==> src/rtl/fetch_pc_stage_if.sv <==
// Fetch-stage bundle: redirect/stall control in, instruction-memory port, IF/ID output to decode.
// master = fetch stage side, slave = the surrounding core (branch unit, memory, decode).
interface fetch_pc_stage_if #(
  parameter int PC_W  = 9,
  parameter int INS_W = 32
);
  logic             PcSel;
  logic [31:0]      BrPC;
  logic             Stall;
  logic [PC_W-1:0]  imem_addr;
  logic [INS_W-1:0] imem_rdata;
  logic [PC_W-1:0]  id_pc;
  logic [INS_W-1:0] id_instr;
  logic             id_valid;

  modport master (
    input  PcSel, BrPC, Stall, imem_rdata,
    output imem_addr, id_pc, id_instr, id_valid
  );

  modport slave (
    output PcSel, BrPC, Stall, imem_rdata,
    input  imem_addr, id_pc, id_instr, id_valid
  );
endinterface

==> src/rtl/fetch_pc_stage.sv <==
// PC register + two-deep fetch pipe (F1 drives the address, F2 takes the data) into IF/ID; 2 cycles PC->IF/ID.
// Stall freezes PC/F2/IF-ID with a one-entry hold for the read in flight; PcSel flushes everything.
module fetch_pc_stage #(
  parameter int              PC_W     = 9,
  parameter int              INS_W    = 32,
  parameter logic [PC_W-1:0] RESET_PC = '0
) (
  input  logic              clk,
  input  logic              reset,
  fetch_pc_stage_if.master  bus
);

  typedef struct packed {
    logic [PC_W-1:0] pc;
    logic            vld;
  } f2_t;

  typedef struct packed {
    logic [PC_W-1:0]  pc;
    logic [INS_W-1:0] instr;
    logic             vld;
  } id_t;

  logic [PC_W-1:0]  pc_q, pc_d;
  f2_t              f2_q, f2_d;
  id_t              id_q, id_d;
  logic [INS_W-1:0] hold_q, hold_d;
  logic             hold_vld_q, hold_vld_d;
  logic [INS_W-1:0] f2_dat;
  logic [PC_W-1:0]  redirect_pc;
  logic             unused_br_bits;

  // Only the in-range, word-aligned part of the redirect target matters.
  assign redirect_pc    = {bus.BrPC[PC_W-1:2], 2'b00};
  assign unused_br_bits = ^{bus.BrPC[31:PC_W], bus.BrPC[1:0]};

  // Once a stall has parked F2's word in the hold entry, the memory output belongs to F1.
  assign f2_dat = hold_vld_q ? hold_q : bus.imem_rdata;

  always_comb begin
    pc_d       = pc_q;
    f2_d       = f2_q;
    id_d       = id_q;
    hold_d     = hold_q;
    hold_vld_d = hold_vld_q;
    if (bus.PcSel) begin
      pc_d       = redirect_pc;
      f2_d.vld   = 1'b0;
      id_d.vld   = 1'b0;
      hold_vld_d = 1'b0;
    end else if (bus.Stall) begin
      if (f2_q.vld && !hold_vld_q) begin
        hold_d     = bus.imem_rdata;
        hold_vld_d = 1'b1;
      end
    end else begin
      pc_d       = pc_q + PC_W'(4);
      f2_d       = '{pc: pc_q, vld: 1'b1};
      id_d       = '{pc: f2_q.pc, instr: f2_dat, vld: f2_q.vld};
      hold_vld_d = 1'b0;
    end
  end

  always_ff @(posedge clk) begin
    if (reset) begin
      pc_q       <= RESET_PC;
      f2_q       <= '0;
      id_q       <= '0;
      hold_q     <= '0;
      hold_vld_q <= 1'b0;
    end else begin
      pc_q       <= pc_d;
      f2_q       <= f2_d;
      id_q       <= id_d;
      hold_q     <= hold_d;
      hold_vld_q <= hold_vld_d;
    end
  end

  assign bus.imem_addr = pc_q;
  assign bus.id_pc     = id_q.pc;
  assign bus.id_instr  = id_q.instr;
  assign bus.id_valid  = id_q.vld;

endmodule
==> src/flat_wrapper.sv <==
// flat-port wrapper written by rule: the top's interface ports become plain ports
module fetch_pc_stage_flat 
#(
  parameter int              PC_W     = 9,
  parameter int              INS_W    = 32,
  parameter logic [PC_W-1:0] RESET_PC = '0
)
  (clk, reset, bus_PcSel, bus_BrPC, bus_Stall, bus_imem_rdata, bus_imem_addr, bus_id_pc, bus_id_instr, bus_id_valid);
  fetch_pc_stage_if #(.PC_W(PC_W), .INS_W(INS_W)) bus_i ();
  input  logic clk;
  input  logic reset;
  input wire logic [$bits(bus_i.PcSel)-1:0] bus_PcSel;
  input wire logic [$bits(bus_i.BrPC)-1:0] bus_BrPC;
  input wire logic [$bits(bus_i.Stall)-1:0] bus_Stall;
  input wire logic [$bits(bus_i.imem_rdata)-1:0] bus_imem_rdata;
  output wire logic [$bits(bus_i.imem_addr)-1:0] bus_imem_addr;
  output wire logic [$bits(bus_i.id_pc)-1:0] bus_id_pc;
  output wire logic [$bits(bus_i.id_instr)-1:0] bus_id_instr;
  output wire logic [$bits(bus_i.id_valid)-1:0] bus_id_valid;
  assign bus_i.PcSel = bus_PcSel;
  assign bus_i.BrPC = bus_BrPC;
  assign bus_i.Stall = bus_Stall;
  assign bus_i.imem_rdata = bus_imem_rdata;
  assign bus_imem_addr = bus_i.imem_addr;
  assign bus_id_pc = bus_i.id_pc;
  assign bus_id_instr = bus_i.id_instr;
  assign bus_id_valid = bus_i.id_valid;
  fetch_pc_stage #(.PC_W(PC_W), .INS_W(INS_W), .RESET_PC(RESET_PC)) u_core (.clk(clk), .reset(reset), .bus(bus_i));
endmodule
==> config.mk <==
export PLATFORM = sky130hd
export DESIGN_NAME = fetch_pc_stage_flat
export DESIGN_NICKNAME = d
export VERILOG_FILES = /design/src/rtl/fetch_pc_stage_if.sv /design/src/rtl/fetch_pc_stage.sv /design/src/flat_wrapper.sv
export SDC_FILE = /design/constraint.sdc
export NUM_CORES = 1
export LEC_CHECK = 0
export BUFFER_PORTS_ARGS = -buffer_cell sky130_fd_sc_hd__buf_2
export CORE_ASPECT_RATIO = 0.75
export CORE_MARGIN = 8
export CORE_UTILIZATION = 41
export CTS_BUF_LIST = sky130_fd_sc_hd__clkbuf_4
export CTS_CLUSTER_SIZE = 24
export DETAILED_ROUTE_END_ITERATION = 12
export PLACE_DENSITY = 0.78
export REMOVE_ABC_BUFFERS = 1
export SYNTH_ARGS = -nofsm -noshare
export SYNTH_HDL_FRONTEND = slang
export SYNTH_SLANG_ARGS = --single-unit
==> constraint.sdc <==
create_clock -name clk -period 4.3 [get_ports clk]
set_clock_uncertainty 0.1 [all_clocks]
set_input_delay 0.43 -clock clk [delete_from_list [all_inputs] [get_ports clk]]
set_output_delay 0.43 -clock clk [all_outputs]
set_load 0.02 [all_outputs]
==> metrics.txt, run 1 <==
status complete, no violations; Final #Nets between 500 and 600; Die Ht around 96 um; gr usage total around 14%; vias in the first global route roughly 2.8k; row cnt 29; DR WL/cell roughly 13 um; critical path class in2reg; setup tns final 0 ps; CTS buffer count 9; final wirelength ~7.8 mm; first-pass GRT wire length approximately 13 mm; Yosys cell types 26; core area approximately 0.0084 mm2; Max Clk Rate 504 MHz; fin crit share ~46%; Post-DP HPWL ~5.6 mm; clk slew on worst S/H paths 140 ps; Core Util, Final between 40% and 50%; Pwr Density 401 mW/mm2; Design Power about 0.0017 W; Worst Max-Slew Pin Slew a little over 1000 ps; VDD IR max between 200 and 250 uV; Synth area leaders dfxtp_1, nand2_1, mux2i_1, a211oi_1, a21oi_1; Syn Inst Count about 400; Seq/Total Area, Yosys around half; die width between 100 and 150 um; number of diodes 0; Layout area overhead 19.0%; layout cells sized above 1 between 20 and 25%; CTS tree yes; Yosys Warn Count 0; setup violators final 0; fin. max-slew vios 0; Largest stage delay, worst path between 800 and 900 ps; Fin. Hold Viols 0; Initial Util approximately two fifths; Die Area between 0.01 and 0.015 mm2; RSZ-0062 raised after global routing no; DRT iter0 DRCs about 160; #FFs+latches synth 88; CTS sink count 88; crit path time final ~2000 ps; cell accounting for the most synthesized area dfxtp_1; post_cts resized 0; Post-route DRC 0; area share of the largest cell type after synthesis approximately half; Netlist Area Pre-Place between 0.003 and 0.004 mm2; total iterations of the first detailed-routing run 4; Worst Setup Start Kind primary input; clk buf depth 2; post-route ant nets 0; MaxCap Viol Count 0; Mean Syn Cell Area between 8 and 9 um2; Root Driver clkbuf_4; Port-buffer cells 89; Vias/cell between 4 and 5; Setup crit end kind register; initial antenna violation count 0; Arr. time, crit path around 2200 ps; slowest CP cell nor2_4; total number of vias ~2.9k; global placement routability congestion between 0.7 and 0.8; Remaining Overflow, GRT 0; Cell Area, Placed between 0.003 and 0.004 mm2; Leak Pwr 1.64 nW; clk_lat worst skew roughly 400 ps; Cell Chain, Critical Path buf_2 > nor2_4 > buf_4 > nor2_1 > a211oi_1; design area ~0.0042 mm2; Post CTS Setup Buffer Count 0; CP max FO 48; CTS H-tree lvls 3; critical path required time between 4000 and 5000 ps; hold_buf cts 0; number of top-level pins 119; Worst slew margin between 30% and 40%; largest net degree at the start of global routing 49; min-delay worst type in2reg
## layout by cell type, fill, tap and decap left out, types with 2 or more instances in the layout
cell type / netlist / layout
a21oi_1: 48 / 48
clkbuf_4: 0 / 10
xnor2_1: 2 / 2
nor2_1: 39 / 38
nand2_1: 98 / 98
o21ai_0: 2 / 2
bufinv_16: 0 / 4
buf_2: 19 / 89
nand4b_4: 2 / 2
conb_1: 1 / 4
dfxtp_1: 88 / 87
inv_1: 2 / 2
buf_4: 4 / 5
a211oi_1: 36 / 36
a311oi_1: 2 / 2
or3_1: 2 / 2
mux2i_1: 33 / 33
xor2_1: 2 / 2
## cell families (layout without fill, tap and decap cells)
logic type / Yosys count / count (layout) / synth area share [%]
flip-flops: 88 / 88 / 50.1
XOR/XNOR: 4 / 4 / 0.997
AO/OA/AOI/OAI: 88 / 88 / 15.3
adder cells (fa/ha/maj): 1 / 1 / 0.356
multiplexers: 34 / 34 / 9.72
buffers and inverters: 41 / 112 / 5.70
AND/OR/NAND/NOR: 147 / 147 / 17.7
other: 1 / 4 / 0.107
## Yosys cell counts (all sizes together)
cell,n
clkbuf,15
nor2,39
ha,1
a21oi,48
a211oi,36
conb,1
or2,1
mux2i,33
a311oi,2
nor4b,1
dfxtp,88
nor2b,1
xnor2,2
o21ai,2
nor3,1
mux2,1
nand4bb,1
or3,2
xor2,2
nand2,98
buf,24
inv,2
nor4bb,1
nand4b,2
## layer usage
metal / GRT usage [%] / vias up / part of all wire [%]
li1: - / 1500 / -
met1: 16.0 / 1339 / 45
met2: 22.3 / 62 / 46
met3: 5.39 / 6 / 7.4
met4: 4.25 / 0 / 0.76
met5: 0 / - / 0
## area by class of cell
| class | instances | area (um2) |
|---|---|---|
| clock buffer | 10 | 75.1 |
| clock inverter | 6 | 131 |
| fill | 813 | 4200 |
| inverter | 2 | 7.51 |
| multi-input combinational | 278 | 1590 |
| sequential | 88 | 1760 |
| tap | 108 | 135 |
| timing repair buffer | 94 | 483 |
## state kept, by name, summed over array words and instances, names as in the netlist
signal,flops
u_core.bus.id_valid,1
u_core.hold_q,32
u_core.bus.imem_addr,7
u_core.bus.id_instr,32
u_core.f2_q,8
u_core.bus.id_pc,7
u_core.hold_vld_q,1
## power breakdown
part / total, W / switching (W) / internal [W]
Sequential: 0.000869 / 0.0000213 / 0.000848
Clock: 0.000626 / 0.000268 / 0.000358
Combinational: 0.000181 / 0.000114 / 0.0000672
Total: 0.00168 / 0.000403 / 0.00127
## metrics by stage
stage | hold slack (ps) | setup WS [ps] | std cells
after floorplan | 326 | 556 | 368
after global placement | 336 | 1990 | 570
after detailed placement | 344 | 1900 | 570
after CTS | 99.4 | 2360 | 586
after global routing | 86.3 | 2130 | 586
final | 146 | 2320 | 586
## critical path: cells and delay by family
family                 cells  cell delay, ps
AND/OR/NAND/NOR            2             890
buffers and inverters      2             630
AO/OA/AOI/OAI              1             240
## worst paths after layout
check                                    startpoint                      end  slack, ps  cells after the start
worst max-delay path                      bus_Stall  u_core.bus.id_instr[15]       2320                      5
worst min-delay path             bus_imem_rdata[17]        u_core.hold_q[17]        150                      3
worst max register to register       u_core.f2_q[0]         u_core.hold_q[5]       2430                      4
worst min register to register  u_core.bus.id_pc[6]      u_core.bus.id_pc[6]        360                      2
No activity file was read; power rests on OpenSTA's default activity.
==> run 2, diff against run 1 <==
Settings changed: PLACE_DENSITY 0.78 to 0.81.
Clock period 4.3 ns to 1.75 ns, I/O delays scaled along.
==> run 2 against run 1 <==
Register-to-register slack got worse by 2300 ps. Wire length increased by 11%. Die area did not move. Largest power group unchanged. Critical path depth shrank 1. Highest routed layer unchanged. Worst hold slack better by 110 ps. First-iteration DRC count grew 19%. Total power is 130% higher. Cell area up 11%. Final cell count is 8.2% higher. Non-clock buffer count up 49. Via count is 7.2% higher. Clock power is 96% higher.
==> metrics.txt, run 2 (synthesis results as in run 1) <==
status complete, no violations; fin. max-slew vios 0 (unchanged); clock group share of total power 31.5% (-5.8 points); Final #Nets 591 (+9.0%); Core Util, Final 55.3% (+5.4 points); Die Ht 96.2 um (unchanged); Arr. time, crit path 1850 ps (-350 ps); Layout area overhead 31.9%; worst r2r src u_core.bus.imem_addr[3]; Cell Area, Placed 0.00404 mm2 (+1.6%); CP max FO 5 (-90%); final wirelength 8.64 mm (+11%); reg-to-reg slack, setup 150 ps (-2280 ps); setup violators final 0 (unchanged); Vias/cell 4.92 (-0.89%); Initial Util 41.9% (unchanged); slowest CP cell dfxtp_2; Port-buffer cells 89 (unchanged); Leak Pwr 1.83 nW (+12%); Setup crit end kind register; total number of vias 3117 (+7.2%); clk_lat worst skew 440 ps (+30 ps); hold_sp bus_PcSel; number of top-level pins 119 (unchanged); die width 123 um (unchanged); initial antenna violation count 0 (unchanged); Post CTS Setup Buffer Count 0 (unchanged); Max Clk Rate between 600 and 700 MHz; register share of total power 54.6% (+2.7 points); design area 0.00464 mm2 (+11%); Design Power 0.00392 W (+130%); layout cells sized above 1 23.2% (-0.86 points); DRT iter0 DRCs 191 (+19%); Hold Path Depth 3 (unchanged); CTS H-tree lvls 3 (unchanged); row cnt 29 (unchanged); CTS tree yes; clk buf depth 2 (unchanged); CTS sink count 88 (unchanged); VDD IR max 618 uV (+190%); Post-DP HPWL 5.85 mm (+4.9%); Cell Chain, Critical Path ha_1 > nand4b_4 > or3_1 > a311oi_1; Int Power 0.00289 W (+130%); fin crit share 91.7%; min-delay worst type in2reg; Comb power frac 13.9% (+3.1 points); MaxCap Viol Count 0 (unchanged); global placement routability congestion 0.736 (-1.1%); most frequent cells in the layout nand2_1, buf_2, dfxtp_1, a21oi_1, dlygate4sd3_1; Min-Delay Endpoint u_core.bus.imem_addr[5]; Remaining Overflow, GRT 0 (unchanged); Place WS 130 ps (-1770 ps); DR WL/cell 13.6 um (+2.4%); Root Driver clkbuf_4; largest net degree at the start of global routing 79 (+61%); reg2reg path depth 4 (unchanged); first-pass GRT wire length 13.9 mm (+7.6%); clk slew on worst S/H paths 140 ps (about the same); Worst Setup Start Kind register; Die Area 0.0118 mm2 (unchanged); RSZ-0062 raised after global routing no; gr usage total 14.8% (+1.3 points); setup ws final 146 ps (-2170 ps); switching portion of total power 26.2% (+2.1 points); Largest stage delay, worst path 410 ps (-410 ps); Critical R2R Capture u_core.bus.imem_addr[8]; CTS buffer count 9 (unchanged); vias in the first global route 2968 (+6.0%); core area 0.00838 mm2 (unchanged); most common cell after layout, fill and taps aside nand2_1; Fin. Hold Viols 0 (unchanged); total iterations of the first detailed-routing run 5 (+1); critical path required time 1990 ps (-2530 ps); post-route ant nets 0 (unchanged); Pwr Density 845 mW/mm2 (+110%); worst hold slack 254 ps (+108 ps); critical path class reg2reg; crit path time final 1600 ps; number of diodes 0 (unchanged); Post-route DRC 0 (unchanged); sw power 0.00102 W (+150%)
==> run 2: worst max path at each step <==
stage / to / start / slack, ps
6_report: u_core.bus.imem_addr[8] / u_core.bus.imem_addr[3] / 150
5_1_grt: u_core.bus.imem_addr[8] / u_core.bus.imem_addr[3] / 40
3_3_place_gp: u_core.bus.imem_addr[8] / u_core.bus.imem_addr[3] / 170
4_1_cts: u_core.bus.imem_addr[2] / bus_BrPC[2] / 30
2_1_floorplan: u_core.hold_q[0] / u_core.hold_vld_q / -1990
3_5_place_dp: u_core.bus.imem_addr[8] / u_core.bus.imem_addr[3] / 130
==> run 2: critical path: cells and delay by family, from the launching register on <==
family | cells | cell delay, ps
AND/OR/NAND/NOR | 2 | 490
flip-flops | 1 | 410
AO/OA/AOI/OAI | 1 | 270
adder cells (fa/ha/maj) | 1 | 240
==> run 2: cell type report <==
class	instances	area (um2)
Multi-Input combinational cell	278	1590
Clock inverter	6	85.1
Fill cell	722	3750
Clock buffer	9	67.6
Timing Repair Buffer	143	986
Inverter	2	7.51
Tap cell	108	135
Sequential cell	88	1760
==> run 2: power groups by stage <==
| stage | Sequential (W) | Clock, W | Combinational (W) |
|---|---|---|---|
| global placement | 0.00217 | 0 | 0.000454 |
| finish | 0.00214 | 0.00123 | 0.000544 |
| floorplan | 0.00225 | 0 | 0.000174 |
| detailed placement | 0.00218 | 0 | 0.000465 |
| CTS | 0.00213 | 0.00128 | 0.000546 |
| global route | 0.00215 | 0.00135 | 0.000596 |
==> run 2: layer usage <==
metal	global-route usage [%]	wire length, um
met1	16.7	3670
met4	4.45	74
met3	5.92	619
met2	25.5	4270
met5	0	0
==> run 2: through the flow <==
stage	cells	setup TNS [ps]
global route	634	0
floorplan	368	-125100
CTS	635	0
global placement	575	0
finish	634	0
detailed placement	575	0
==> run 2: timing repair <==
action                                  4_1_cts  5_1_grt
endpoints found under the setup margin        0        2
endpoints found under the hold margin        75        0
gates resized for setup                       0        2
hold buffers                                 45        0
==> run 3, diff against run 2 <==
Settings changed: RECOVER_POWER set to 25.
==> run 3 against run 2 <==
Clock-buffer cell count unchanged. Die area unchanged. Fmax increased by 0.53%. Worst hold slack improved by 110 ps. Sequential share of layout area increased by 0.47 points. Critical path depth increased by 2. Utilization decreased by 0.67 points. Largest cell class unchanged. Largest power group unchanged. Highest routed layer unchanged.
==> metrics.txt, run 3 (synthesis results as in run 1) <==
Post-route DRC 0 (unchanged); status complete, no violations; Leak Pwr 1.68 nW (-8.1%); most common cell after layout, fill and taps aside nand2_1; CTS buffer count 9 (unchanged); Place WS 130 ps (unchanged); Setup crit end kind register; gr usage total 14.8% (unchanged); final wirelength 8.64 mm (about the same); clk_lat worst skew 440 ps (about the same); Post CTS Setup Buffer Count 0 (unchanged); clk buf depth 2 (unchanged); number of top-level pins 119 (unchanged); Largest stage delay, worst path 550 ps (+140 ps); RSZ-0062 raised after global routing no; layout cells sized above 1 17.1% (-6.1 points); total number of vias 3107 (-0.32%); MaxCap Viol Count 0 (unchanged); Initial Util 41.9% (unchanged); fin crit share 91.2% (-0.48 points); row cnt 29 (unchanged); Layout area overhead 30.3%; first-pass GRT wire length 13.9 mm (unchanged); Arr. time, crit path 1890 ps (+40 ps); CP dominant cell by count dlygate4sd3_1; DR WL/cell 13.6 um (about the same); Cell Chain, Critical Path dlygate4sd3_1 > buf_2 > xnor2_1 > nand2_1 > a21oi_2 > dlygate4sd3_1; total iterations of the first detailed-routing run 4 (-1); slowest CP cell dlygate4sd3_1; setup violators final 0 (unchanged); CTS H-tree lvls 3 (unchanged); DRT iter0 DRCs 202 (+5.8%); CTS sink count 88 (unchanged); post-route ant nets 0 (unchanged); CP max FO 12 (+7); CTS tree yes; Worst Setup Start Kind primary input; largest net degree at the start of global routing 79 (unchanged); initial antenna violation count 0 (unchanged); fin. max-slew vios 0 (unchanged); Remaining Overflow, GRT 0 (unchanged); crit path time final 1600 ps (-8.48 ps); most frequent cells in the layout nand2_1, dfxtp_1, buf_2, a21oi_1, dlygate4sd3_1; Post-DP HPWL 5.85 mm (unchanged); critical path class in2reg; min-delay worst type reg2reg; Pwr Density 853 mW/mm2 (+0.94%); Cell Area, Placed 0.00404 mm2 (unchanged); global placement routability congestion 0.736 (unchanged); Final #Nets 591 (unchanged); Worst Max-Slew Pin Slew roughly 770 ps; Fin. Hold Viols 0 (unchanged); Die Area 0.0118 mm2 (unchanged); setup ws final 154 ps (+8.48 ps); clk slew on worst S/H paths 140 ps (about the same); Port-buffer cells 89 (unchanged); die width 123 um (unchanged); design area 0.00458 mm2 (-1.2%); Root Driver clkbuf_4; VDD IR max 618 uV (about the same); critical path required time 2040 ps (+50 ps); number of diodes 0 (unchanged); Vias/cell 4.90 (-0.32%); core area 0.00838 mm2 (unchanged); Design Power 0.00390 W (-0.28%); Max Clk Rate 627 MHz (+0.53%); vias in the first global route 2968 (unchanged); Worst slew margin between 40% and 50%; Die Ht 96.2 um (unchanged)
-- run 3: cell type report --
class / count / area, um2
fillers: 749 / 3800
flip-flops and latches: 88 / 1760
multi-input cells: 278 / 1580
repair buffers: 143 / 945
well taps: 108 / 135
clock inverters: 6 / 85.1
clock buffers: 9 / 67.6
inverters: 2 / 7.51
-- run 3: worst paths after layout --
| check | from | slack, ps | endpoint | cells after the start |
|---|---|---|---|---|
| max reg2reg | u_core.bus.imem_addr[3] | 190 | u_core.bus.imem_addr[8] | 4 |
| max | bus_Stall | 150 | u_core.bus.imem_addr[2] | 6 |
| min | u_core.f2_q[5] | 360 | u_core.bus.id_pc[4] | 2 |
| min reg2reg | u_core.f2_q[5] | 360 | u_core.bus.id_pc[4] | 2 |
-- run 3: critical path, delay by kind of cell --
kind	cells	cell delay, ps
buffers and inverters	3	1320
XOR/XNOR	1	150
AND/OR/NAND/NOR	1	80
AO/OA/AOI/OAI	1	150
-- run 3: stage by stage --
stage	hold WS [ps]	util (%)	TNS [ps]	std cells
final	360	54.6	0	634
after global routing	368	54.6	0	634
after CTS	207	55.4	0	635
after detailed placement	335	48.2	0	575
after global placement	326	48.2	0	575
after floorplan	144	-	-125100	368
-- run 3: metal layers --
| metal | up-vias | part of all wire [%] | GRT usage (%) |
|---|---|---|---|
| li1 | 1602 | - | - |
| met1 | 1418 | 43 | 16.7 |
| met2 | 80 | 49 | 25.5 |
| met3 | 7 | 7.1 | 5.92 |
| met4 | 0 | 0.86 | 4.45 |
| met5 | - | 0 | 0 |
-- run 3: power breakdown --
| part | internal (W) | leakage, nW | switching (W) | total [W] |
|---|---|---|---|---|
| Sequential | 0.00208 | 0.719 | 0.0000523 | 0.00214 |
| Combinational | 0.000229 | 0.887 | 0.000303 | 0.000532 |
| Clock | 0.000566 | 0.0778 | 0.000670 | 0.00124 |
-- run 3: timing repair --
action | in CTS | in global routing
hold buffers | 45 | 0
endpoints found under the hold margin | 75 | 0
resized for setup | 0 | 2
endpoints found under the setup margin | 0 | 2
